--- config.mk ---
export PLATFORM = sky130hd
export DESIGN_NAME = sobel_calc_pipe_flat
export DESIGN_NICKNAME = d
export VERILOG_FILES = /design/src/rtl/sobel_calc_pipe_if.sv /design/src/rtl/sobel_calc_pipe.sv /design/src/flat_wrapper.sv
export SDC_FILE = /design/constraint.sdc
export NUM_CORES = 1
export LEC_CHECK = 0
export CAP_MARGIN = 20
export CORE_ASPECT_RATIO = 2
export CORE_MARGIN = 1.5
export CORE_UTILIZATION = 35
export CTS_CLUSTER_SIZE = 40
export DETAILED_ROUTE_END_ITERATION = 8
export SYNTH_ARGS = -nofsm -noshare
export SYNTH_HDL_FRONTEND = slang
export SYNTH_SLANG_ARGS = --single-unit
export TNS_END_PERCENT = 100
--- constraint.sdc ---
create_clock -name clk -period 3.1 [get_ports clk]
set_input_delay 0.31 -clock clk [delete_from_list [all_inputs] [get_ports clk]]
set_output_delay 0.31 -clock clk [all_outputs]
set_load 0.02 [all_outputs]
--- src/rtl/sobel_calc_pipe_if.sv ---
// Window-in / pixel-out handshake bundle for sobel_calc_pipe.
// thresh_i exists only when SOBEL_THRESHOLD_EN is defined.
interface sobel_calc_pipe_if #(
   parameter int DATA_W = 8
);
   logic [DATA_W-1:0] d0_i;
   logic [DATA_W-1:0] d1_i;
   logic [DATA_W-1:0] d2_i;
   logic [DATA_W-1:0] d3_i;
   logic [DATA_W-1:0] d4_i;
   logic [DATA_W-1:0] d5_i;
   logic [DATA_W-1:0] d6_i;
   logic [DATA_W-1:0] d7_i;
   logic [DATA_W-1:0] d8_i;
   logic              done_i;
   logic              ready_o;
   logic [1:0]        mode_i;
   logic              ready_i;
   logic [DATA_W-1:0] grayscale_o;
   logic              done_o;
`ifdef SOBEL_THRESHOLD_EN
   logic [DATA_W-1:0] thresh_i;

   modport master (
      output d0_i, d1_i, d2_i,
      output d3_i, d4_i, d5_i,
      output d6_i, d7_i, d8_i,
      output done_i, mode_i,
      output ready_i, thresh_i,
      input  ready_o,
      input  grayscale_o, done_o
   );

   modport slave (
      input  d0_i, d1_i, d2_i,
      input  d3_i, d4_i, d5_i,
      input  d6_i, d7_i, d8_i,
      input  done_i, mode_i,
      input  ready_i, thresh_i,
      output ready_o,
      output grayscale_o, done_o
   );
`else
   modport master (
      output d0_i, d1_i, d2_i,
      output d3_i, d4_i, d5_i,
      output d6_i, d7_i, d8_i,
      output done_i, mode_i,
      output ready_i,
      input  ready_o,
      input  grayscale_o, done_o
   );

   modport slave (
      input  d0_i, d1_i, d2_i,
      input  d3_i, d4_i, d5_i,
      input  d6_i, d7_i, d8_i,
      input  done_i, mode_i,
      input  ready_i,
      output ready_o,
      output grayscale_o, done_o
   );
`endif
endinterface

--- src/rtl/sobel_calc_pipe.sv ---
// 3-stage pipelined Sobel magnitude with mode select, shift, saturation.
// Define SOBEL_THRESHOLD_EN to turn the output into a binary edge map.
module sobel_calc_pipe #(
   parameter int DATA_W = 8,
   parameter int SHIFT  = 0
) (
   input  logic             clk,
   input  logic             rst,
   sobel_calc_pipe_if.slave bus
);
   localparam int PW = DATA_W + 2;
   localparam int SW = DATA_W + 3;
   localparam logic [SW-1:0] MAXV =
      {{3{1'b0}}, {DATA_W{1'b1}}};

   typedef struct packed {
      logic [PW-1:0] px;
      logic [PW-1:0] nx;
      logic [PW-1:0] py;
      logic [PW-1:0] ny;
      logic [1:0]    mode;
   } s1_t;

   typedef struct packed {
      logic [PW-1:0] ax;
      logic [PW-1:0] ay;
      logic [1:0]    mode;
   } s2_t;

   function automatic logic [PW-1:0] wsum(
      input logic [DATA_W-1:0] a,
      input logic [DATA_W-1:0] b,
      input logic [DATA_W-1:0] c
   );
      return {2'b00, a} + {1'b0, b, 1'b0} + {2'b00, c};
   endfunction

   function automatic logic [PW-1:0] adiff(
      input logic [PW-1:0] p,
      input logic [PW-1:0] n
   );
      logic [SW-1:0] d;
      d = {1'b0, p} - {1'b0, n};
      if (d[SW-1])
         d = -d;
      return d[PW-1:0];
   endfunction

   logic              v1;
   logic              v2;
   logic              v3;
   logic              en;
   s1_t               s1_q;
   s1_t               s1_d;
   s2_t               s2_q;
   s2_t               s2_d;
   logic [SW-1:0]     m;
   logic [SW-1:0]     s;
   logic [DATA_W-1:0] sat;
   logic [DATA_W-1:0] res;
   logic [DATA_W-1:0] gray_q;

   // Whole pipe stalls together; bubbles are never collapsed.
   assign en = bus.ready_i | ~v3;

   always_comb begin
      s1_d      = '0;
      s1_d.px   = wsum(bus.d2_i, bus.d5_i, bus.d8_i);
      s1_d.nx   = wsum(bus.d0_i, bus.d3_i, bus.d6_i);
      s1_d.py   = wsum(bus.d6_i, bus.d7_i, bus.d8_i);
      s1_d.ny   = wsum(bus.d0_i, bus.d1_i, bus.d2_i);
      s1_d.mode = bus.mode_i;
   end

   always_comb begin
      s2_d      = '0;
      s2_d.ax   = adiff(s1_q.px, s1_q.nx);
      s2_d.ay   = adiff(s1_q.py, s1_q.ny);
      s2_d.mode = s1_q.mode;
   end

   always_comb begin
      m = '0;
      unique case (1'b1)
         (s2_q.mode == 2'd0):
            m = {1'b0, s2_q.ax} + {1'b0, s2_q.ay};
         (s2_q.mode == 2'd1):
            m = {1'b0, s2_q.ax};
         (s2_q.mode == 2'd2):
            m = {1'b0, s2_q.ay};
         default:
            m = (s2_q.ax >= s2_q.ay) ?
                {1'b0, s2_q.ax} : {1'b0, s2_q.ay};
      endcase
      s   = m >> SHIFT;
      sat = (s > MAXV) ? '1 : s[DATA_W-1:0];
`ifdef SOBEL_THRESHOLD_EN
      res = (sat >= bus.thresh_i) ? '1 : '0;
`else
      res = sat;
`endif
   end

   always_ff @(posedge clk or negedge rst) begin
      if (!rst) begin
         v1     <= 1'b0;
         v2     <= 1'b0;
         v3     <= 1'b0;
         s1_q   <= '0;
         s2_q   <= '0;
         gray_q <= '0;
      end else if (en) begin
         v1     <= bus.done_i;
         v2     <= v1;
         v3     <= v2;
         s1_q   <= s1_d;
         s2_q   <= s2_d;
         gray_q <= res;
      end
   end

   assign bus.ready_o     = en;
   assign bus.done_o      = v3;
   assign bus.grayscale_o = gray_q;

endmodule

--- src/flat_wrapper.sv ---
// flat-port wrapper written by rule: the top's interface ports become plain ports
module sobel_calc_pipe_flat 
#(
   parameter int DATA_W = 8,
   parameter int SHIFT  = 0
)
  (clk, rst, bus_d0_i, bus_d1_i, bus_d2_i, bus_d3_i, bus_d4_i, bus_d5_i, bus_d6_i, bus_d7_i, bus_d8_i, bus_done_i, bus_mode_i, bus_ready_i, bus_ready_o, bus_grayscale_o, bus_done_o);
  sobel_calc_pipe_if #(.DATA_W(DATA_W)) bus_i ();
  input  logic clk;
  input  logic rst;
  input wire logic [$bits(bus_i.d0_i)-1:0] bus_d0_i;
  input wire logic [$bits(bus_i.d1_i)-1:0] bus_d1_i;
  input wire logic [$bits(bus_i.d2_i)-1:0] bus_d2_i;
  input wire logic [$bits(bus_i.d3_i)-1:0] bus_d3_i;
  input wire logic [$bits(bus_i.d4_i)-1:0] bus_d4_i;
  input wire logic [$bits(bus_i.d5_i)-1:0] bus_d5_i;
  input wire logic [$bits(bus_i.d6_i)-1:0] bus_d6_i;
  input wire logic [$bits(bus_i.d7_i)-1:0] bus_d7_i;
  input wire logic [$bits(bus_i.d8_i)-1:0] bus_d8_i;
  input wire logic [$bits(bus_i.done_i)-1:0] bus_done_i;
  input wire logic [$bits(bus_i.mode_i)-1:0] bus_mode_i;
  input wire logic [$bits(bus_i.ready_i)-1:0] bus_ready_i;
  output wire logic [$bits(bus_i.ready_o)-1:0] bus_ready_o;
  output wire logic [$bits(bus_i.grayscale_o)-1:0] bus_grayscale_o;
  output wire logic [$bits(bus_i.done_o)-1:0] bus_done_o;
  assign bus_i.d0_i = bus_d0_i;
  assign bus_i.d1_i = bus_d1_i;
  assign bus_i.d2_i = bus_d2_i;
  assign bus_i.d3_i = bus_d3_i;
  assign bus_i.d4_i = bus_d4_i;
  assign bus_i.d5_i = bus_d5_i;
  assign bus_i.d6_i = bus_d6_i;
  assign bus_i.d7_i = bus_d7_i;
  assign bus_i.d8_i = bus_d8_i;
  assign bus_i.done_i = bus_done_i;
  assign bus_i.mode_i = bus_mode_i;
  assign bus_i.ready_i = bus_ready_i;
  assign bus_ready_o = bus_i.ready_o;
  assign bus_grayscale_o = bus_i.grayscale_o;
  assign bus_done_o = bus_i.done_o;
  sobel_calc_pipe #(.DATA_W(DATA_W), .SHIFT(SHIFT)) u_core (.clk(clk), .rst(rst), .bus(bus_i));
endmodule
==> results.cfg, run 1 <==
[synth]
synth-compound-area-share_pct = 19.40
synthAdderAreaFrac_pct = 24.51
synth_cell_type_count = 62
synth_edf_count = 0
async_reset_ff_share_pct = 100.0
syn_area_um2 = 6842
synth_top_flop_cell = dfrtp_1
synth_xor_area_share_pct = 6.017
synth_top_family_by_area = adder cells
yosys_warnings = 0
yosys.area_share.simple_pct = 16.40
ys_seq_area_share_pct = 27.43
muxShareOfSynthArea_pct = 1.042
synth_cells = 775
ys_ff_latch = 75
syn_avg_cell_area_um2 = 8.828
syn_nets = 966

[drt]
ant_nets = 0
via_per_inst = 5.033
avgRoutedWirePerCell_um = 16.34
dr.pass1.iters = 4
via_count = 5692
wl_um = 18480
drt_iter0_markers = 226
drc_errors = 0

[grt]
top_usage_layer = met2
grt_usage_pct = 19.19
grt_pass1_wl_um = 29650
antenna_found_initial = 0
grt_pass1_vias = 5898
grt_max_degree = 76
grt_overflow = 0
grtUsageMet3_pct = 1.532
met2_usage_pct = 38.93
use_met1_pct = 18.23

[clock_network]
insertion_delay_ps = 340
numClockSinks = 75
cts_buffers = 9
postCtsSetupBuffers = 0
htreeDepth = 3
path_clk_slew_ps = 60
ctsResizeCount = 0
root_buffer = clkbuf_16
cts.path.max_buffers = 2
cts_tree = yes
ctsHoldBuffers = 0

[min_path]
hold_class = in -> async

[power]
clkPwrFrac_pct = 11.6
sequentialPowerShare_pct = 20.2
finalPower_mw = 8.958
switching_power_mw = 4.205
swShare_pct = 46.94
ir_drop_v = 0.0004054
p_leak_nw = 3.718
p_int_mw = 4.753
combPwrFrac_pct = 68.2
pwr_density_cell_nw_per_um2 = 1073

[floorplanning]
dieArea_um2 = 20450
die_x_um = 101.9
core_um2 = 19280
initial_core_util_pct = 35.49
ioPinCount = 88
die_h_um = 200.7
rows = 72

[critical_path]
critPathKind = reg -> reg
critPathMaxFanout = 5
end_kind = register
cp.required_ps = 3310
cp-start-kind = register
arrival_ps = 3110

[run_status]
status = completed

[layout]
area_delta_synth_final_pct = 22.00
final-seq-area_um2 = 1877
n_antenna_cell = 0
multi_input_area_um2 = 4617
design_area_um2 = 8347
n_fill_cell = 1994
drive_above_1_share_pct = 6.651
fin_nets = 1058

[sta]
relSlewSlack_pct = 34.32
setup_viol = 0
fin_tns_setup_ps = 0
rsz0062_at_grt = no
finalClockSkew_ps = 8.664
fin_crit_ps = 2899
hold_viol = 0
period_share_pct = 93.52
timing.fmax_mhz = 344.9
worst_pin_slew_ps = 985.1
timing.final.max_slew_violations = 0

[placement]
port_buffers = 79
gp_congestion = 0.8926
hpwl_um = 15530
postPlaceCellArea_um2 = 8053

[job]
maxCapViolCount = 0
-- kinds of logic after synthesis --
kind of cell	count (synthesis)
simple gates	239
compound gates	202
fa+ha+maj	113
buf+inv	92
flops	75
xor+xnor	47
mux	7
-- cell usage in the layout, fill, tap and decap left out, drive strengths merged, types with 6 or more instances in the layout --
cell type      instances
nand2                 83
ha                    78
clkdlybuf4s50         78
dfrtp                 75
nor2                  72
inv                   69
a21oi                 68
o21ai                 48
fa                    35
buf                   26
xnor2                 25
xor2                  22
nand2b                17
nor2b                 16
nor3                  10
o221ai                10
clkbuf                10
nor3b                  8
a211o                  8
a21o                   7
a21boi                 7
o31ai                  6
o21a                   6
nand3                  6
mux2i                  6
-- path summary, 6_finish.rpt --
kind,startpoint,end,slack (ps),cells after the start
max,u_core.s1_q[32],u_core.s2_q[21],200,11
min,rst,u_core.s1_q[29],80,1
max in group asynchronous,rst,u_core.s1_q[19],2340,1
min in group clk,u_core.v2,u_core.bus.done_o,470,1
min reg2reg,u_core.v2,u_core.bus.done_o,470,1
max reg2reg,u_core.s1_q[32],u_core.s2_q[21],200,11
-- critical path, stage by stage (launching register included) --
cell and delay, ps:
dfrtp_1 360, inv_1 60, ha_1 160, inv_1 50
fa_1 450, a21o_1 210, a21oi_1 260, xor2_1 310
o2111ai_1 270, o41ai_2 290, xnor2_1 240, a21oi_1 120
-- registers in the layout, indices dropped and copies added (netlist names) --
| register | cells |
|---|---|
| u_core.s2_q | 22 |
| u_core.v2 | 1 |
| u_core.bus.grayscale_o | 8 |
| u_core.bus.done_o | 1 |
| u_core.s1_q | 42 |
| u_core.v1 | 1 |
-- per-layer routing --
| metal | vias to the layer above | share of wire (%) |
|---|---|---|
| met4 | 0 | 4.0 |
| met3 | 27 | 2.7 |
| met1 | 2671 | 34 |
| met5 | - | 0 |
| li1 | 2874 | - |
| met2 | 120 | 59 |
-- power groups by stage --
stage	Clock, mW	Sequential [mW]	Combinational, mW
after floorplan	0	1.71	4.68
after global placement	0	1.82	6.04
after detailed placement	0	1.84	6.14
after CTS	1.06	1.82	6.17
after global routing	1.10	1.87	6.93
final	1.04	1.81	6.11
-- area by class of cell --
cell class              count  area share (%)
well taps                 259           3.882
multi-input cells         608           55.31
repair buffers            104           11.69
clock inverters             6          0.6596
flip-flops and latches     75           22.49
clock buffers              10           2.863
inverters                  69           3.103
-- through the flow --
step           instances  setup WS [ps]  util [%]  hold WS (ps)
4_1_cts             1131          199.6     43.30         165.5
5_1_grt             1131          9.222     43.30         203.9
3_3_place_gp        1115         -59.87     41.77         453.8
3_5_place_dp        1115         -72.47     41.77         459.0
6_report            1131          200.8     43.30         83.52
2_1_floorplan        775          555.9         -         14.41
-- cells in the mapped netlist, types with 2 or more instances --
cell type | instances | area, um^2
nand2b_1 | 17 | 106.4
a221oi_1 | 3 | 26.28
o41ai_1 | 2 | 17.52
inv_1 | 68 | 255.2
o211ai_1 | 4 | 30.03
clkbuf_1 | 19 | 71.32
and2_1 | 3 | 18.77
or3_1 | 4 | 25.02
o21bai_1 | 2 | 15.01
ha_1 | 78 | 975.9
nand2_1 | 83 | 311.6
a21boi_0 | 7 | 52.55
mux2i_1 | 6 | 60.06
or3b_2 | 2 | 17.52
nand3b_1 | 4 | 30.03
buf_2 | 2 | 10.01
a21oi_1 | 68 | 340.3
o41ai_2 | 2 | 32.53
o221ai_1 | 9 | 78.83
a31oi_1 | 5 | 31.28
a211o_1 | 8 | 70.07
o21ai_0 | 46 | 230.2
o21ai_1 | 2 | 10.01
o31ai_1 | 6 | 45.04
o2111a_1 | 2 | 22.52
fa_1 | 35 | 700.7
xor2_1 | 22 | 192.7
nand3_1 | 6 | 30.03
o2111ai_1 | 4 | 35.03
nor4b_1 | 3 | 26.28
nor2_1 | 72 | 270.3
xnor2_1 | 25 | 219.0
a21o_1 | 7 | 52.55
nor3b_1 | 8 | 60.06
dfrtp_1 | 75 | 1877
nor3_1 | 10 | 50.05
a211oi_1 | 4 | 30.03
and3_1 | 2 | 12.51
o21a_1 | 6 | 45.04
o22ai_1 | 3 | 18.77
or2_2 | 4 | 25.02
nor2b_1 | 16 | 100.1
or4_1 | 2 | 15.01
No activity file was read; power rests on OpenSTA's default activity.
==> run 2, diff against run 1 <==
--- a/config.mk
+++ b/config.mk
@@ -7,7 +7,7 @@
 export LEC_CHECK = 0
 export CAP_MARGIN = 20
 export CORE_ASPECT_RATIO = 2
-export CORE_MARGIN = 1.5
+export CORE_MARGIN = 2
 export CORE_UTILIZATION = 35
 export CTS_CLUSTER_SIZE = 40
 export DETAILED_ROUTE_END_ITERATION = 8
==> constraint.sdc (replaced) <==
create_clock -name clk -period 3.65 [get_ports clk]
set_input_delay 0.365 -clock clk [delete_from_list [all_inputs] [get_ports clk]]
set_output_delay 0.365 -clock clk [all_outputs]
set_load 0.02 [all_outputs]
==> results.cfg, run 2 (synthesized netlist as in run 1, its figures left out) <==
[run_status]
status = completed

[grt]
grt_usage_pct = 18.19
grt_max_degree = 76
grt_pass1_vias = 5810
grt_pass1_wl_um = 28900
antenna_found_initial = 0
grt_overflow = 0

[sta]
setup_viol = 0
timing.fmax_mhz = 343.2
finalClockSkew_ps = 9.440
hold_viol = 0
fin_crit_ps = 2914
rsz0062_at_grt = no
worst_pin_slew_ps = 982.4
fin_tns_setup_ps = 0
timing.final.max_slew_violations = 0
relSlewSlack_pct = 34.51
hold_slack_ps = 186.7
period_share_pct = 79.83

[floorplanning]
dieArea_um2 = 20750
core_um2 = 19280
initial_core_util_pct = 35.49
die_x_um = 102.9
ioPinCount = 88
die_h_um = 201.7
rows = 72

[clock_network]
cts_buffers = 9
ctsHoldBuffers = 0
ctsResizeCount = 0
htreeDepth = 3
root_buffer = clkbuf_16
cts.path.max_buffers = 2
postCtsSetupBuffers = 0
numClockSinks = 75
path_clk_slew_ps = 60
insertion_delay_ps = 340
cts_tree = yes

[layout]
regMostFlops = u_core.s1_q
n_antenna_cell = 0
utilization_pct = 42.72
design_area_um2 = 8237
mostFrequentLayoutCells = 83 x nand2_1, 78 x ha_1, 78 x clkdlybuf4s50_1
final_common_cell = nand2_1
multi_input_area_um2 = 4617
area_delta_synth_final_pct = 20.39
n_fill_cell = 1992
drive_above_1_share_pct = 4.684
fin_nets = 1040
largest_reg_flops = 42
final-seq-area_um2 = 1877

[critical_path]
critPathMaxFanout = 2
worstReg2RegStart = u_core.s2_q[2]
end_kind = register
arrival_ps = 3120
r2r_end = u_core.bus.grayscale_o[7]
crit_path_start = bus_d2_i[2]
ff2ff_path_depth = 9
cp-start-kind = input port
critPathKind = in -> reg
cp.required_ps = 3860
reg2reg_slack_ps = 850

[placement]
hpwl_um = 14680
port_buffers = 79
gp_congestion = 0.8872
postPlaceCellArea_um2 = 7919

[drt]
drc_errors = 0
wl_um = 17670
avgRoutedWirePerCell_um = 15.88
ant_nets = 0
via_per_inst = 5.032
dr.pass1.iters = 4
drt_iter0_markers = 177
via_count = 5601

[min_path]
hold_class = in -> async

[power]
p_leak_nw = 3.626
ir_drop_v = 0.0003641
pwr_density_cell_nw_per_um2 = 913.9

[job]
maxCapViolCount = 0
==> run 2: cell types whose count changed in the layout (fill, tap and decap cells not counted) <==
cell | previous run | this run
buf_4 | 26 | 8
bufinv_16 | 1 | 2
clkbuf_8 | 1 | 0
clkinv_2 | 5 | 3
clkinvlp_4 | 0 | 3
inv_2 | 1 | 0
==> run 2: area by class of cell <==
cell class                 instances  area share [%]
clock buffer                       9           2.734
timing repair buffer              86           10.21
multi-input combinational        608           56.05
tap                              259           3.934
sequential                        75           22.79
clock inverter                     7           1.124
inverter                          69           3.160
==> run 2: how the worst max path moves through the flow <==
| stage | endpoint | slack, ps | cells after the start |
|---|---|---|---|
| final | u_core.s1_q[10] | 740 | 10 |
| after global routing | u_core.s2_q[11] | 540 | 11 |
| after CTS | u_core.s1_q[10] | 720 | 10 |
| after detailed placement | u_core.s1_q[10] | 360 | 10 |
| after global placement | u_core.s1_q[40] | 380 | 10 |
| after floorplan | u_core.s1_q[40] | 1050 | 9 |
==> run 2: worst max-delay path, stage by stage <==
cell	delay, ps
clkdlybuf4s50_1	490
fa_1	530
ha_1	310
a21o_1	150
a21oi_1	200
nand2b_1	150
a21boi_0	110
o21a_1	200
o2111ai_1	160
or3b_2	460
==> run 2: power by group <==
part | internal (mW) | leakage, nW | switching [mW] | total [mW]
Sequential | 1.21 | 0.862 | 0.336 | 1.55
Combinational | 2.20 | 2.62 | 2.83 | 5.03
Clock | 0.596 | 0.147 | 0.355 | 0.951
==> run 2: metrics by stage <==
step	instances	power, mW	worst slack [ps]
after floorplan	775	5.425	1051
after global placement	1097	6.495	376.5
after detailed placement	1097	6.590	355.8
after CTS	1113	7.593	718.4
after global routing	1113	8.319	543.7
final	1113	7.527	736.1
==> run 2: layer usage <==
metal / global-route usage (%) / routed length, um
met4: 7.989 / 616
met5: 0 / 0
met2: 35.64 / 10240
met3: 2.154 / 551
met1: 18.23 / 6265
==> run 3, diff against run 2 <==
==> constraint.sdc (replaced) <==
create_clock -name clk -period 2.35 [get_ports clk]
set_input_delay 0.235 -clock clk [delete_from_list [all_inputs] [get_ports clk]]
set_output_delay 0.235 -clock clk [all_outputs]
set_load 0.02 [all_outputs]
==> results.cfg, run 3 (synthesized netlist as in run 1, its figures left out) <==
[power]
switching_power_mw = 7.118
p_int_mw = 9.180
pwr_density_cell_nw_per_um2 = 1611
sequentialPowerShare_pct = 14.5
p_leak_nw = 4.652
combPwrFrac_pct = 76.1
ir_drop_v = 0.0006046
clkPwrFrac_pct = 9.4
swShare_pct = 43.67

[clock_network]
path_clk_slew_ps = 60
numClockSinks = 75
cts_tree = yes
cts.path.max_buffers = 2
insertion_delay_ps = 350
root_buffer = clkbuf_16
htreeDepth = 3
cts_buffers = 9

[drt]
drt_iter0_markers = 183
ant_nets = 0
avgRoutedWirePerCell_um = 16.13
via_count = 6375
wl_um = 20650
dr.pass1.iters = 4
via_per_inst = 4.980
drc_errors = 0

[grt]
grt_max_degree = 50
met2_usage_pct = 39.87
use_met1_pct = 19.09
top_usage_layer = met2
grt_overflow = 0
antenna_found_initial = 0
grt_usage_pct = 20.13
grt_pass1_wl_um = 31470
grtUsageMet3_pct = 1.980
grt_pass1_vias = 6446

[sta]
timing.fmax_mhz = 374.6
relSlewSlack_pct = 68.87
finalClockSkew_ps = 9.260
worst_pin_slew_ps = 463.7
fin_crit_ps = 2670
hold_viol = 0
timing.final.max_slew_violations = 0
rsz0062_at_grt = yes
period_share_pct = 113.6
worst_slack_ps = -319.6
setup_viol = 24

[layout]
mostFrequentLayoutCells = 165 x buf_4, 78 x nand2_1, 73 x dfrtp_1
n_fill_cell = 1830
fin_nets = 1207
n_antenna_cell = 0
fin_cells = 1280
drive_above_1_share_pct = 31.05
largest_reg_flops = 42
regMostFlops = u_core.s1_q
final_common_cell = buf_4
area_delta_synth_final_pct = 47.92
design_area_um2 = 10120

[floorplanning]
die_h_um = 201.7
initial_core_util_pct = 35.49
rows = 72
ioPinCount = 88
die_x_um = 102.9
core_um2 = 19280
dieArea_um2 = 20750

[min_path]
hold_class = in -> async

[critical_path]
slowest_delay_ps = 390
cp-start-kind = register
critPathMaxFanout = 3
critPathKind = reg -> reg
arrival_ps = 2900
crit_family = compound AO/OA/AOI/OAI gates
crit_path_frequent_cell = inv_2
cp.required_ps = 2580
slowest_stage = fa_2
end_kind = register
path_buf_inv = 3
path_cells = inv_2 > ha_4 > inv_2 > fa_2 > a211oi_2 > nor2_2 > mux2i_2 > o2111ai_2 > buf_4 > o41ai_4 > xnor2_2 > a21oi_1

[run_status]
violations = negative setup slack
status = finished, violations left

[job]
maxCapViolCount = 0

[placement]
hpwl_um = 16580
gp_congestion = 0.9194
post-place-cells = 1238
dpl_worst_slack_ps = -660.1
port_buffers = 79
postPlaceCellArea_um2 = 9046
run 3: worst paths after layout:
check | endpoint | start | depth (start not counted) | slack [ps]
worst max register to register | u_core.s2_q[21] | u_core.s1_q[32] | 12 | -320
worst min register to register | u_core.v1 | u_core.v1 | 2 | 470
max in group asynchronous | u_core.s2_q[19] | rst | 3 | 1400
worst min-delay path | u_core.s1_q[16] | rst | 2 | 350
worst max-delay path | u_core.s2_q[21] | u_core.s1_q[32] | 12 | -320
min in group clk | u_core.s1_q[22] | bus_d0_i[0] | 4 | 350
run 3: routing by layer:
layer  routed length [um]  part of all wire (%)  vias up
met5                    0                     0        -
met4                 1258                   6.1        0
met3                  508                   2.5       55
met2                11900                    58      154
met1                 6988                    34     3001
li1                     -                     -     3165
run 3: per-stage QoR:
stage	setup TNS (ps)	hold WS (ps)	power, mW	utilization (%)
4_1_cts	-2869	365.8	15.01	49.88
3_3_place_gp	-13370	185.3	12.51	46.92
5_1_grt	-5822	379.0	17.60	52.49
2_1_floorplan	-35.87	-60.59	8.578	-
3_5_place_dp	-14860	182.3	12.70	46.92
6_report	-2979	347.0	16.30	52.49
run 3: area by class of cell:
cell class	count	area [um^2]	share of cell area, %
multi-input combinational	608	5223	51.61
timing repair buffer	253	2106	20.81
tap	259	324.1	3.202
clock buffer	11	252.7	2.498
inverter	69	260.3	2.572
sequential	75	1879	18.57
clock inverter	5	75.07	0.7418
run 3: power groups by stage:
| stage | logic (mW) | clock network, mW | registers, mW |
|---|---|---|---|
| 2_1_floorplan | 6.32 | 0 | 2.26 |
| 3_3_place_gp | 10.2 | 0 | 2.35 |
| 3_5_place_dp | 10.3 | 0 | 2.37 |
| 4_1_cts | 11.1 | 1.56 | 2.35 |
| 5_1_grt | 13.6 | 1.61 | 2.42 |
| 6_report | 12.4 | 1.53 | 2.37 |
run 3: what timing repair did:
item,in CTS,in global routing
hold buffers,1,0
buffers inserted,14,13
endpoints found under the setup margin,42,39
gates resized for setup,77,117
endpoints found under the hold margin,26,0
pin swaps,55,61
